--- src/rtl/hid_packet_parser.sv ---
// Frames the UART byte stream into HEADER/CMD/X/Y[/CHK] packets and emits cmd/x/y toward paint.
// Build with HID_CHECKSUM_EN defined to require a fifth byte, CHK == CMD ^ X ^ Y.
module hid_packet_parser #(
  parameter logic [7:0] HEADER         = 8'hA5,
  parameter int         CMD_W          = 4,
  parameter int         COORD_W        = 6,
  parameter int         TIMEOUT_CYCLES = 1200000
) (
  input  logic               clk,
  input  logic               rst,
  input  logic [7:0]         rx_data,
  input  logic               rx_valid,
  output logic [CMD_W-1:0]   cmd_to_screen,
  output logic [COORD_W-1:0] x_to_screen,
  output logic [COORD_W-1:0] y_to_screen,
  output logic               valid_pulse,
  output logic               frame_error
);

  localparam int CNT_W = $clog2(TIMEOUT_CYCLES + 1);
`ifdef HID_CHECKSUM_EN
  localparam int SH_CMD_W = 8;
`else
  localparam int SH_CMD_W = CMD_W;
`endif

  typedef enum logic [2:0] {IDLE, GET_CMD, GET_X, GET_Y, GET_CHK, COMMIT} state_t;

  state_t              r_state, w_state_nxt;
  logic [CNT_W-1:0]    r_cnt, w_cnt_nxt;
  logic [SH_CMD_W-1:0] r_cmd_sh;
  logic [7:0]          r_x_sh;
  logic [CMD_W-1:0]    r_cmd;
  logic [COORD_W-1:0]  r_x, r_y;
  logic                r_valid, r_ferr;
  logic                w_ld_cmd, w_ld_x, w_last, w_tout, w_ok;
  logic [7:0]          w_y_fin;

`ifdef HID_CHECKSUM_EN
  logic [7:0] r_y_sh;
  logic       w_ld_y;
  assign w_y_fin = r_y_sh;
  assign w_ok    = ((r_x_sh >> COORD_W) == 8'd0) && ((w_y_fin >> COORD_W) == 8'd0) &&
                   (rx_data == (r_cmd_sh ^ r_x_sh ^ r_y_sh));
`else
  // Without a checksum byte the Y byte itself closes the packet, so it is checked on the fly.
  assign w_y_fin = rx_data;
  assign w_ok    = ((r_x_sh >> COORD_W) == 8'd0) && ((w_y_fin >> COORD_W) == 8'd0);
`endif

  always_ff @(posedge clk or posedge rst) begin
    if (rst) r_state <= IDLE;
    else     r_state <= w_state_nxt;
  end

  always_comb begin
    w_state_nxt = r_state;
    w_cnt_nxt   = '0;
    w_ld_cmd    = 1'b0;
    w_ld_x      = 1'b0;
    w_last      = 1'b0;
    w_tout      = 1'b0;
`ifdef HID_CHECKSUM_EN
    w_ld_y      = 1'b0;
`endif
    case (r_state)
      IDLE, COMMIT: w_state_nxt = (rx_valid && rx_data == HEADER) ? GET_CMD : IDLE;
      GET_CMD: if (rx_valid) begin w_ld_cmd = 1'b1; w_state_nxt = GET_X; end
      GET_X:   if (rx_valid) begin w_ld_x = 1'b1; w_state_nxt = GET_Y; end
`ifdef HID_CHECKSUM_EN
      GET_Y:   if (rx_valid) begin w_ld_y = 1'b1; w_state_nxt = GET_CHK; end
      GET_CHK: if (rx_valid) begin w_last = 1'b1; w_state_nxt = COMMIT; end
`else
      GET_Y:   if (rx_valid) begin w_last = 1'b1; w_state_nxt = COMMIT; end
`endif
      default: w_state_nxt = IDLE;
    endcase
    // An arriving byte always beats the timeout in the same cycle.
    if (r_state inside {GET_CMD, GET_X, GET_Y, GET_CHK} && !rx_valid) begin
      if (r_cnt == CNT_W'(TIMEOUT_CYCLES - 1)) begin
        w_tout      = 1'b1;
        w_state_nxt = IDLE;
      end else begin
        w_cnt_nxt = r_cnt + 1'b1;
      end
    end
  end

  always_ff @(posedge clk or posedge rst) begin
    if (rst) begin
      r_cnt    <= '0;
      r_cmd_sh <= '0;
      r_x_sh   <= '0;
`ifdef HID_CHECKSUM_EN
      r_y_sh   <= '0;
`endif
      r_cmd    <= '0;
      r_x      <= '0;
      r_y      <= '0;
      r_valid  <= 1'b0;
      r_ferr   <= 1'b0;
    end else begin
      r_cnt   <= w_cnt_nxt;
      r_valid <= w_last && w_ok;
      r_ferr  <= (w_last && !w_ok) || w_tout;
      if (w_ld_cmd) r_cmd_sh <= rx_data[SH_CMD_W-1:0];
      if (w_ld_x)   r_x_sh   <= rx_data;
`ifdef HID_CHECKSUM_EN
      if (w_ld_y)   r_y_sh   <= rx_data;
`endif
      // Decision is registered on the last byte so the pulse lands in the COMMIT cycle.
      if (w_last && w_ok) begin
        r_cmd <= r_cmd_sh[CMD_W-1:0];
        r_x   <= r_x_sh[COORD_W-1:0];
        r_y   <= w_y_fin[COORD_W-1:0];
      end
    end
  end

  assign cmd_to_screen = r_cmd;
  assign x_to_screen   = r_x;
  assign y_to_screen   = r_y;
  assign valid_pulse   = r_valid;
  assign frame_error   = r_ferr;

endmodule

--- config.mk ---
export PLATFORM = sky130hd
export DESIGN_NAME = hid_packet_parser
export DESIGN_NICKNAME = d
export VERILOG_FILES = /design/src/rtl/hid_packet_parser.sv
export SDC_FILE = /design/constraint.sdc
export NUM_CORES = 1
export LEC_CHECK = 0
export ABC_CLOCK_PERIOD_IN_PS = 4900
export BUFFER_PORTS_ARGS = -buffer_cell sky130_fd_sc_hd__buf_2
export CAP_MARGIN = 15
export CORE_ASPECT_RATIO = 0.7
export CORE_UTILIZATION = 60
export DETAILED_ROUTE_END_ITERATION = 7
export GPL_ROUTABILITY_DRIVEN = 0
export PLACE_DENSITY = 0.82
export SYNTH_ARGS = -nofsm -noshare
export SYNTH_HDL_FRONTEND = slang
export SYNTH_SLANG_ARGS = --single-unit
--- constraint.sdc ---
create_clock -name clk -period 4.9 [get_ports clk]
set_input_delay 0.49 -clock clk [delete_from_list [all_inputs] [get_ports clk]]
set_output_delay 0.49 -clock clk [all_outputs]
set_load 0.01 [all_outputs]
==> qor.yml <==
fp.dieW_um: 77.6
htreeDepth: 2
synth_area_leader_cell: "dfrtp_1"
dr_total_vias: 1640
leakagePower_nw: 1.24
grt.overflow.total: 0
synth_edf_count: 0
placed_area_mm2: 0.00258
coreArea_mm2: 0.00367
dp_hpwl_mm: 3.25
vdd_ir_drop_max_v: 0.000279
outcome: "finished clean"
post_cts_resized: 0
cts_tree: "yes"
fillers: 255
netlist_instances: 199
grt_max_degree: 55
finalNetCount: 244
cts_max_path_buffers: 2
diodes: 0
synthTopCellsByArea: "dfrtp_1 56%, mux2_2 13%, xnor2_1 3.7%"
yosys_most_used_dff: "dfrtp_1"
die_h_um: 54.9
slowest_stage: "o21ai_2"
slowest_delay_ns: 0.59
cp_data_required_time_ns: 5.05
slew_headroom_pct: 52.3
cp.arrival_ns: 2.40
fmax_mhz: 443
clock-sinks: 54
postCtsHoldBufs: 0
startpoint_type: "flip-flop"
insertion_delay_ns: 0.29
row_count: 18
antenna_left: 0
synth_top_family_by_area: "simple AND/OR/NAND/NOR gates"
dieArea_mm2: 0.00426
drc: 0
dr.pass1.iters: 4
fin_area_mm2: 0.00270
power_density_mw_per_mm2: 432
final.setup.tns_ns: 0
crit_chain: "ha_1, nand4_2, or3_1, o21ai_2, nor2_1"
via_per_inst: 5.80
muxShareOfSynthArea_pct: 13.6
cts_setup_buffers: 0
area_growth_pct: 12.6
initial_core_util_pct: 65.3
async_reset_ff_share_pct: 100
yosys_register_bits: 54
final_common_cell: "dfrtp_1"
numPortBuffers: 28
hold_slack_ns: 0.0792
synth_cell_type_count: 41
path_class: "flip-flop to flip-flop"
clk_pin_slew_worst_paths_ns: 0.09
synth_top_area_share_pct: 56.3
hold_viol: 0
ys_seq_area_share_pct: 56.3
synth_adder_area_share_pct: 0.522
drt-wirelength-per-cell_um: 16.1
grt_first_pass_wirelength_mm: 7.22
hp-class: "input pin to async pin"
rsz0062_at_grt: "false"
synth-simple-area-share_pct: 18.3
synth-compound-area-share_pct: 4.23
antenna_found_initial: 0
cts-buffers-inserted: 5
syn_area_mm2: 0.00240
io-pin-count: 29
clock_skew_ns: 0.00677
synth_nets: 211
period_minus_slack_ns: 2.26
final_cell_mix: "54 x dfrtp_1, 28 x mux2_2, 28 x buf_2, 23 x nor2_1, 10 x xnor2_1"
maxSlewViolCount: 0
cts-root-buf: "clkbuf_8"
maxCapViolCount: 0
period_share_pct: 46.1
end_kind: "flip-flop"
drt_iter0_markers: 90
syn_area_per_cell_um2: 12.1
yosys.area_share.xor_xnor_pct: 5.48
worstMarginPinSlew_ns: 0.716
grtUsageTotal_pct: 23.3
setup_viol: 0
drive_above_1_share_pct: 32.2
layout.cells.non_filler: 283
yosys_warnings: 0
placed_cells: 274
grt_pass1_vias: 1540
critPathMaxFanout: 17
wirelength_mm: 4.55
-- stage by stage --
step / utilization [%] / setup slack [ns] / total power (W)
after global placement: 70.4 / 2.86 / 0.000901
after CTS: 73.0 / 2.70 / 0.00117
after global routing: 73.6 / 2.56 / 0.00124
after floorplan: - / 3.10 / 0.000828
final: 73.6 / 2.64 / 0.00117
after detailed placement: 70.4 / 2.70 / 0.000928
-- synth_stat cells (3+ instances only) --
cell type	count
nand2_1	6
nor4_1	5
inv_1	6
and3_1	3
nor2_1	23
xnor2_1	10
nand3_1	5
nand4_1	5
a211oi_1	3
nor3_1	7
dfrtp_1	54
a21oi_1	5
xor2_1	5
mux2_2	28
-- worst max-delay path: cells and delay by family (launching register included) --
family | cells | cell delay (ns)
and+or+nand+nor | 3 | 0.84
adders and majority gates | 1 | 0.25
AOI/OAI and AO/OA | 1 | 0.59
DFF | 1 | 0.42
-- state kept, by name, indices dropped and copies added, names as in the netlist --
register,flops
cmd_to_screen,4
frame_error,1
r_cmd_sh,4
r_cnt,21
r_state,3
r_x_sh,8
valid_pulse,1
x_to_screen,6
y_to_screen,6
-- logic make-up after synthesis --
| kind of cell | count (synthesis) |
|---|---|
| xor gates and xnor gates | 15 |
| DFF | 54 |
| and+or+nand+nor | 76 |
| muxes | 29 |
| buffers and inverters | 9 |
| AOI/OAI and AO/OA | 15 |
| adders and majority gates | 1 |
-- final timing paths --
check / start / to / slack, ns / cells past startpoint
worst min register to register: x_to_screen[4] / x_to_screen[4] / 0.51 / 1
worst max register to register: r_cnt[0] / r_cnt[2] / 2.64 / 5
min in group clk: rx_data[4] / y_to_screen[4] / 0.45 / 2
max in group asynchronous: rst / x_to_screen[3] / 4.34 / 3
worst max-delay path: r_cnt[0] / r_cnt[2] / 2.64 / 5
worst min-delay path: rst / r_cnt[1] / 0.08 / 2
-- routing by layer --
| layer | GRT usage (%) | wire (um) | vias to the layer above |
|---|---|---|---|
| li1 | - | - | 778 |
| met1 | 31.2 | 2130 | 804 |
| met2 | 38.6 | 2150 | 54 |
| met3 | 6.23 | 246 | 4 |
| met4 | 5.97 | 24 | 0 |
| met5 | 0 | 0 | - |
-- where the power goes --
part / internal (W) / leakage, nW / switching, W
Sequential: 0.000558 / 0.720 / 0.0000738
Combinational: 0.000147 / 0.476 / 0.000140
Clock: 0.000114 / 0.0472 / 0.000135
-- area by class of cell --
| class | instances | area, um^2 | area share [%] |
|---|---|---|---|
| repair buffers | 29 | 160 | 5.93 |
| clock buffers | 6 | 82.6 | 3.06 |
| well taps | 50 | 62.6 | 2.32 |
| multi-input cells | 136 | 1010 | 37.3 |
| inverters | 6 | 22.5 | 0.834 |
| flip-flops and latches | 54 | 1350 | 50.0 |
| clock inverters | 2 | 12.5 | 0.463 |
(Power assumes the default switching activity.)
